--- src/rtl/he_pkg.sv ---
// he_pkg: shared widths, row-index sizing helper and FSM encoding for the HE datapath blocks.
package he_pkg;
  localparam int CT_WIDTH_DEF = 6;
  function automatic int row_width(input int entries);
    return entries > 1 ? $clog2(entries) : 1;
  endfunction
  typedef enum logic [1:0] {IDLE, LOAD, STREAM, DONE} state_t;
endpackage

--- src/rtl/key_power_gen.sv ---
// key_power_gen: holds the secret key and steps the power chain 1, s, s^2, ... mod 2^W.
module key_power_gen
  import he_pkg::*;
#(
  parameter int W = CT_WIDTH_DEF
) (
  input  logic         clk,
  input  logic         rst,
  input  logic         load_key,
  input  logic [W-1:0] key,
  input  logic         step,
  input  logic         clear,
  output logic [W-1:0] power
);
  logic [W-1:0] key_reg;
  always_ff @(posedge clk or posedge rst) begin
    if (rst) begin
      key_reg <= '0;
      power   <= W'(1);
    end else begin
      if (load_key) key_reg <= key;
      power <= clear ? W'(1) : step ? W'(power * key_reg) : power;
    end
  end
endmodule

--- src/rtl/decrypt_feeder.sv ---
// decrypt_feeder: buffers one ciphertext and streams (row, s^row, entry) beats to decrypt.
module decrypt_feeder
  import he_pkg::*;
#(
  parameter int CIPHERTEXT_WIDTH = CT_WIDTH_DEF,
  parameter int MAX_ENTRIES      = 3,
  parameter int ROW_WIDTH        = row_width(MAX_ENTRIES)
) (
  input  logic                        clk,
  input  logic                        rst,
  input  logic [CIPHERTEXT_WIDTH-1:0] secret_key,
  input  logic                        in_valid,
  output logic                        in_ready,
  input  logic [CIPHERTEXT_WIDTH-1:0] in_entry,
  input  logic                        in_last,
  output logic                        out_valid,
  input  logic                        out_ready,
  output logic [ROW_WIDTH-1:0]        out_row,
  output logic [CIPHERTEXT_WIDTH-1:0] out_skentry,
  output logic [CIPHERTEXT_WIDTH-1:0] out_ctentry,
  output logic                        done
);
  localparam int CW = $clog2(MAX_ENTRIES + 1);
  localparam logic [CW-1:0] MAX_CNT = CW'(MAX_ENTRIES);
  state_t state;
  logic [CW-1:0] count;
  logic [ROW_WIDTH-1:0] row;
  logic [CIPHERTEXT_WIDTH-1:0] mem [2**ROW_WIDTH];
  logic load_beat, out_beat, last_row;
  assign in_ready    = state == IDLE || state == LOAD;
  assign out_valid   = state == STREAM;
  assign done        = state == DONE;
  assign load_beat   = in_valid && in_ready;
  assign out_beat    = out_valid && out_ready;
  assign last_row    = row == ROW_WIDTH'(count - 1'b1);
  assign out_row     = row;
  assign out_ctentry = out_valid ? mem[row] : '0;
  // count is zero in IDLE, so it doubles as the write address for every load beat
  always_ff @(posedge clk) begin
    if (load_beat) mem[ROW_WIDTH'(count)] <= in_entry;
  end
  always_ff @(posedge clk or posedge rst) begin
    if (rst) begin
      state <= IDLE;
      count <= '0;
      row   <= '0;
    end else begin
      case (state)
        IDLE: if (in_valid) begin
          count <= CW'(1);
          state <= in_last || MAX_ENTRIES == 1 ? STREAM : LOAD;
        end
        LOAD: if (in_valid) begin
          count <= count + 1'b1;
          state <= in_last || count + 1'b1 == MAX_CNT ? STREAM : LOAD;
        end
        STREAM: if (out_ready) begin
          row   <= row + 1'b1;
          state <= last_row ? DONE : STREAM;
        end
        DONE: begin
          state <= IDLE;
          count <= '0;
          row   <= '0;
        end
      endcase
    end
  end
  key_power_gen #(.W(CIPHERTEXT_WIDTH)) u_kpg (
    .clk     (clk),
    .rst     (rst),
    .load_key(state == IDLE && in_valid),
    .key     (secret_key),
    .step    (out_beat),
    .clear   (done),
    .power   (out_skentry)
  );
endmodule

--- config.mk ---
export PLATFORM = sky130hd
export DESIGN_NAME = decrypt_feeder
export DESIGN_NICKNAME = d
export VERILOG_FILES = /design/src/rtl/he_pkg.sv /design/src/rtl/key_power_gen.sv /design/src/rtl/decrypt_feeder.sv
export SDC_FILE = /design/constraint.sdc
export NUM_CORES = 1
export LEC_CHECK = 0
export CAP_MARGIN = 20
export CORE_ASPECT_RATIO = 2
export CORE_MARGIN = 2
export CORE_UTILIZATION = 37
export CTS_BUF_LIST = sky130_fd_sc_hd__clkbuf_8 sky130_fd_sc_hd__clkbuf_16
export DETAILED_ROUTE_END_ITERATION = 8
export GPL_TIMING_DRIVEN = 0
export HOLD_SLACK_MARGIN = 0.05
export PLACE_DENSITY = 0.68
export SYNTH_ARGS = -nofsm -noshare
export SYNTH_HDL_FRONTEND = slang
export SYNTH_HIERARCHICAL = 1
export SYNTH_SLANG_ARGS = --single-unit
--- constraint.sdc ---
create_clock -name clk -period 3.3 [get_ports clk]
set_input_delay 0.66 -clock clk [delete_from_list [all_inputs] [get_ports clk]]
set_output_delay 0.66 -clock clk [all_outputs]
set_load 0.05 [all_outputs]
# ---- Yosys cells after proc, flatten, opt, wreduce, memory -nomap -nowiden
# Memories as Yosys holds them, arrays and structs flattened.
# Cells that the tools add are included.
dict set report op_classes {
  n_addsub 3
  n_mul 1
  n_eq_ne 8
  n_mux 17
  n_reduce_logical 12
}
# op n
set ops {}
lappend ops {{$mux W6} 3}
lappend ops {{$mux W2} 8}
lappend ops {{$pmux W2 S4} 1}
lappend ops {{$eq A2 B2 Y1 const B} 3}
lappend ops {{$mul A6 B6 Y6} 1}
lappend ops {{$pmux W2 S3} 1}
lappend ops {{$reduce_and A3 Y1} 2}
lappend ops {{$add A2 B1 Y2 const B} 2}
lappend ops {{$ne A2 B2 Y1 const B} 2}
lappend ops {{$pmux W2 S2} 1}
lappend ops {{$reduce_bool A2 Y1} 2}
lappend ops {{$logic_and A1 B1 Y1} 3}
lappend ops {{$mux W1} 3}
lappend ops {{$reduce_bool A3 Y1} 1}
lappend ops {{$eq A2 B1 Y1 const B} 1}
lappend ops {{$eq A2 B2 Y1} 1}
lappend ops {{$logic_not A2 Y1} 1}
lappend ops {{$logic_or A1 B1 Y1} 2}
lappend ops {{$ne A2 B1 Y1 const B} 1}
lappend ops {{$reduce_and A2 Y1} 1}
lappend ops {{$sub A2 B1 Y2 const B} 1}
dict set report totals {
  reg_bits 18
  mem_bits_rw 24
  in_bits 17
  out_inout_bits 17
  elab_cells 47
  memories 1
}
# memory words width rd rd_clocked_by_memory_dff wr line
set mem_list {}
lappend mem_list {mem 4 6 1 0 1 decrypt_feeder.sv:28} ;# logic [CIPHERTEXT_WIDTH-1:0] mem [2**ROW_WIDTH];

# ---- Depth between registers and ports, before layout
# Gate-level depths: netlist (run 1).
dict set report depth {
  depth_word 6
  ltp_mapped 13
  ltp_nobuf 13
}

# ---- Cells and area by module
# The synthesis (run 1) kept the hierarchy.
# module n_inst cells_per_inst area_per_inst_um2 seq_area_each_um2
set by_module_without_submodules {}
lappend by_module_without_submodules {decrypt_feeder 1 84 1312.5 870.8}
lappend by_module_without_submodules {key_power_gen 1 83 870.8 301.5}

# ---- Worst setup path after synthesis (run 1)
# OpenSTA, ideal clock, no wires.
dict set report synth_path {
  kind {reg2reg}
  from {register u_kpg.power[2]}
  to {register u_kpg.power[5]}
  arrival_time_ns 3.325
  setup_slack_ns -0.165
  path_stages_with_launch 13
  path_buffers 0
  synth_period_minus_slack_ns 3.465
  cell_sequence {dfrtp_1 nand2_1 fa_1 inv_1 ha_1 inv_1 fa_1 fa_1 xnor2_1 xnor2_1 xnor2_2 xnor2_1 o22ai_1}
}
dict set report synth_between {
  elab_chain_cells 3
}
# item line
set synth_lines {}
lappend synth_lines {{start: declaration} key_power_gen.sv:13} ;# output logic [W-1:0] power
lappend synth_lines {{start signal: assignment} key_power_gen.sv:22} ;# power <= clear ? W'(1) : step ? W'(power * key_reg) : power;
lappend synth_lines {{$mul A6 B6 Y6} key_power_gen.sv:22}
lappend synth_lines {{$mux W6 (2 in a row)} key_power_gen.sv:22}
# No other way between the ends. The select of a mux whose other input is x is not followed.
# A chain may end at the register's enable or synchronous reset.

# ---- Worst setup path in the final report (run 1)
dict set report layout_path {
  from {register u_kpg.power[1]}
  to {register u_kpg.power[5]}
}
# Same word-level chain as after synthesis.

==> metrics.json, run 1 <==
{
  "run_status": {"value": "completed"},
  "fp.dieW": {"value": 58.3, "unit": "µm"},
  "synth_top_family_by_area": {"value": "adder cells"},
  "worst_margin_pin_slew": {"value": 0.528, "unit": "ns"},
  "grt_setup_unrepaired": {"value": "false"},
  "clock_sinks": {"value": 42},
  "insertedDiodeCount": {"value": 0},
  "timing.fmax": {"value": 0.316, "unit": "GHz"},
  "synthesis.yosys.warnings": {"value": 6},
  "arrival_time_at_the_worst_endpoint": {"value": 3.31, "unit": "ns"},
  "detailroute.via_count": {"value": 1349},
  "clkTransAtPathRegs": {"value": 0.06, "unit": "ns"},
  "detail_route.wirelength.met1": {"value": 1.50, "unit": "mm"},
  "ys_seq_elements": {"value": 42},
  "deepest_level_of_the_cts_h_tree": {"value": 2},
  "post-route-util": {"value": 49.0, "unit": "%"},
  "initialDrtViolationCount": {"value": 31},
  "post_dp_cell_area": {"value": 2590, "unit": "µm²"},
  "path_max_fanout": {"value": 7},
  "numPortBuffers": {"value": 33},
  "drt_pass1_iterations": {"value": 4},
  "cp.required": {"value": 3.44, "unit": "ns"},
  "syn-instance-count": {"value": 167},
  "detail_route.vias_per_cell": {"value": 4.98},
  "num_io_pins": {"value": 34},
  "tritoncts": {"value": "built"},
  "yosysSeqAreaShare": {"value": 53.7, "unit": "%"},
  "avgRoutedWirePerCell": {"value": 15.7, "unit": "µm"},
  "detailed_place_hpwl": {"value": 3.34, "unit": "mm"},
  "total_power_of_the_final_layout": {"value": 2850, "unit": "µW"},
  "grt_antenna_before_repair": {"value": 0},
  "totalNegativeSetupSlack": {"value": 0, "unit": "ns"},
  "setup.worst_path.end_class": {"value": "flip-flop"},
  "postRouteWirelength": {"value": 4.25, "unit": "mm"},
  "power.static_leakage": {"value": 0.00112, "unit": "µW"},
  "remaining_drc_errors": {"value": 0},
  "cts_inserted_buffers": {"value": 5},
  "start_util": {"value": 38.2, "unit": "%"},
  "fp.dieH": {"value": 113, "unit": "µm"},
  "fillCellCount": {"value": 509},
  "fp-row-count": {"value": 39},
  "detailroute.wirelength.met2": {"value": 2.50, "unit": "mm"},
  "highest-signal-layer": {"value": "met4"},
  "largest_register_ff_count": {"value": 24},
  "met3_wire_length": {"value": 153, "unit": "µm"},
  "ys_types": {"value": 30},
  "synth-compound-area-share": {"value": 4.07, "unit": "%"},
  "max-vdd-ir-drop": {"value": 0.705, "unit": "mV"},
  "worst_hold_path_type": {"value": "reg -> reg"},
  "core_area": {"value": 5710, "unit": "µm²"},
  "syn-cell-area": {"value": 2180, "unit": "µm²"},
  "xor_and_xnor_area_share_after_synthesis": {"value": 5.79, "unit": "%"},
  "grtUsageTotal": {"value": 14.9, "unit": "%"},
  "gp_congestion": {"value": 0.812},
  "layout-area-overhead-vs-synth": {"value": 28.3, "unit": "%"},
  "worst_skew_pair.late_latency": {"value": 0.28, "unit": "ns"},
  "finalClockSkew": {"value": 0.00436, "unit": "ns"},
  "yosys.area_share.adder": {"value": 10.9, "unit": "%"},
  "p_per_area": {"value": 1020, "unit": "nW/µm²"},
  "critical_path.startpoint_type": {"value": "flip-flop"},
  "slew_violations": {"value": 0},
  "fin_crit_sh": {"value": 95.9, "unit": "%"},
  "synth.mux.area_fraction": {"value": 10.8, "unit": "%"},
  "ant_nets": {"value": 0},
  "layout.area.seq": {"value": 1180, "unit": "µm²"},
  "grt_remaining_overflow": {"value": 0},
  "largest_net_degree_at_the_start_of_global_routing": {"value": 15},
  "cts-root-to-sink-buffers": {"value": 2},
  "critical_path_class": {"value": "reg -> reg"},
  "synthesis.nets": {"value": 200},
  "cts-hold-fix-buffers": {"value": 0},
  "grt_first_pass_wirelength": {"value": 7.13, "unit": "mm"},
  "area_used_by_multi_input_combinational_logic": {"value": 943, "unit": "µm²"},
  "final_hold_vios": {"value": 0},
  "max_slew_margin": {"value": 64.7, "unit": "%"},
  "clock_root_cell": {"value": "sky130_fd_sc_hd__clkbuf_16"},
  "final_layout_size_suffix_gt1_share": {"value": 16.7, "unit": "%"},
  "layout_min_cycle_time": {"value": 3.16, "unit": "ns"},
  "first_global_vias": {"value": 1458},
  "fp.dieArea": {"value": 6570, "unit": "µm²"},
  "max_cap_viols": {"value": 0},
  "num-nets-final": {"value": 242},
  "setup-violations-final": {"value": 0},
  "yosys.area_share.simple": {"value": 10.8, "unit": "%"},
  "layout.cell_area.non_filler": {"value": 2800, "unit": "µm²"},
  "syn_avg_cell_area": {"value": 13.1, "unit": "µm²"}
}
## synthesized netlist by cell type
library cell / count / area share, %
sky130_fd_sc_hd__mux4_2: 5 / 5.2
sky130_fd_sc_hd__xor2_1: 3 / 1.2
sky130_fd_sc_hd__fa_1: 5 / 4.6
sky130_fd_sc_hd__dfstp_2: 1 / 1.2
sky130_fd_sc_hd__o21ai_0: 6 / 1.4
sky130_fd_sc_hd__mux2i_1: 3 / 1.4
sky130_fd_sc_hd__mux2_2: 6 / 3.1
sky130_fd_sc_hd__and2_1: 16 / 4.6
sky130_fd_sc_hd__o22ai_1: 2 / 0.57
sky130_fd_sc_hd__buf_6: 1 / 0.52
sky130_fd_sc_hd__o2bb2ai_1: 1 / 0.40
sky130_fd_sc_hd__ha_1: 11 / 6.3
sky130_fd_sc_hd__nand2b_1: 4 / 1.1
sky130_fd_sc_hd__xnor3_1: 1 / 1.0
sky130_fd_sc_hd__buf_2: 2 / 0.46
sky130_fd_sc_hd__xnor2_1: 7 / 2.8
sky130_fd_sc_hd__inv_1: 15 / 2.6
sky130_fd_sc_hd__nand3_1: 1 / 0.23
sky130_fd_sc_hd__nor2_1: 6 / 1.0
sky130_fd_sc_hd__a211oi_1: 1 / 0.34
sky130_fd_sc_hd__a32o_1: 1 / 0.46
sky130_fd_sc_hd__edfxtp_1: 24 / 33
sky130_fd_sc_hd__a21oi_1: 1 / 0.23
sky130_fd_sc_hd__a21o_1: 2 / 0.69
sky130_fd_sc_hd__nor2b_1: 2 / 0.57
sky130_fd_sc_hd__dfrtp_1: 17 / 19
sky130_fd_sc_hd__nand2_1: 19 / 3.3
sky130_fd_sc_hd__clkbuf_1: 2 / 0.34
sky130_fd_sc_hd__xnor2_2: 1 / 0.75
sky130_fd_sc_hd__mux4_1: 1 / 1.2
## logic make-up (layout without fill, tap and decap cells)
family | count (synthesis) | in the layout
and+or+nand+nor | 48 | 48
buffers and inverters | 20 | 63
adders and majority gates | 16 | 16
muxes | 15 | 15
xor gates and xnor gates | 12 | 12
AOI/OAI and AO/OA | 14 | 14
DFF | 42 | 42
## layout by cell type (no fill, tap or decap), drive strengths merged, types with 6 or more instances in the layout
cell type / count
clkbuf: 7
nand2: 19
inv: 15
xnor2: 8
dfrtp: 17
clkdlybuf4s50: 33
mux4: 6
edfxtp: 24
and2: 16
o21ai: 6
mux2: 6
ha: 11
nor2: 6
## metrics by stage
| step | hold WS, ns | instances | setup WS (ns) |
|---|---|---|---|
| after CTS | 0.542 | 269 | 0.0136 |
| after global routing | 0.551 | 271 | 0.00490 |
| final | 0.530 | 271 | 0.136 |
| after floorplan | 0.451 | 167 | 0.00499 |
| after detailed placement | 0.528 | 261 | -0.0190 |
| after global placement | 0.518 | 261 | -0.0186 |
## path summary, 6_finish.rpt
kind	start	to	slack, ns	depth (start not counted)
setup / recovery	u_kpg/power[1]$_DFFE_PP0P_	u_kpg/power[5]$_DFFE_PP0P_	0.14	13
hold / removal	u_kpg/key_reg[5]$_DFFE_PP0P_	u_kpg/key_reg[5]$_DFFE_PP0P_	0.53	1
setup reg to reg	u_kpg/power[1]$_DFFE_PP0P_	u_kpg/power[5]$_DFFE_PP0P_	0.14	13
hold reg to reg	u_kpg/key_reg[5]$_DFFE_PP0P_	u_kpg/key_reg[5]$_DFFE_PP0P_	0.53	1
max in group asynchronous	rst	u_kpg/power[0]$_DFFE_PP1P_	2.24	2
min in group asynchronous	rst	state[0]$_DFFE_PP0P_	0.63	2
## report_power, final
part	switching, µW	total [µW]	internal [µW]	leakage, µW
Clock	196	552	356	0.0000760
Sequential	143	867	723	0.000433
Combinational	796	1430	639	0.000610
## area by class of cell
cell class                      count  area share, %
Tap cell                           61           2.73
Clock inverter                      3           1.61
Timing Repair Buffer               35           12.3
Clock buffer                        5           4.47
Sequential cell                    42           42.1
Multi-Input combinational cell    105           33.7
Buffer                              5           1.03
Inverter                           15           2.01
## worst max-delay path, cell delays in order, from the launching register on
cell	delay, ns
sky130_fd_sc_hd__dfrtp_2	0.43
sky130_fd_sc_hd__nand2_1	0.10
sky130_fd_sc_hd__fa_1	0.54
sky130_fd_sc_hd__inv_1	0.04
sky130_fd_sc_hd__ha_1	0.29
sky130_fd_sc_hd__ha_1	0.28
sky130_fd_sc_hd__ha_1	0.14
sky130_fd_sc_hd__inv_1	0.06
sky130_fd_sc_hd__fa_2	0.41
sky130_fd_sc_hd__xnor2_2	0.22
sky130_fd_sc_hd__xnor2_2	0.15
sky130_fd_sc_hd__xnor2_2	0.14
sky130_fd_sc_hd__xnor2_1	0.14
sky130_fd_sc_hd__o22ai_1	0.09
## layer usage
metal	up-vias	track usage, %
li1	655	-
met1	658	14.9
met2	28	27.6
met3	8	3.23
met5	-	0
met4	0	6.98
## repair_timing
| item | 4_1_cts | 5_1_grt |
|---|---|---|
| pin swaps | 0 | 3 |
| setup endpoints to repair | 1 | 1 |
| setup buffers | 0 | 2 |
| gates resized for setup | 4 | 1 |
No activity file was read; power rests on OpenSTA's default activity.
==> inputs of run 2 (changes only) <==
Settings changed: CTS_CLUSTER_SIZE set to 25.
==> results of run 2 <==
Same layout as run 1: the final DEF is identical, and so are final timing and power.
==> inputs of run 3 (changes only) <==
Settings changed: SLEW_MARGIN set to 0.
==> results of run 3 <==
Same layout as run 1: the final DEF is identical, and so are final timing and power.
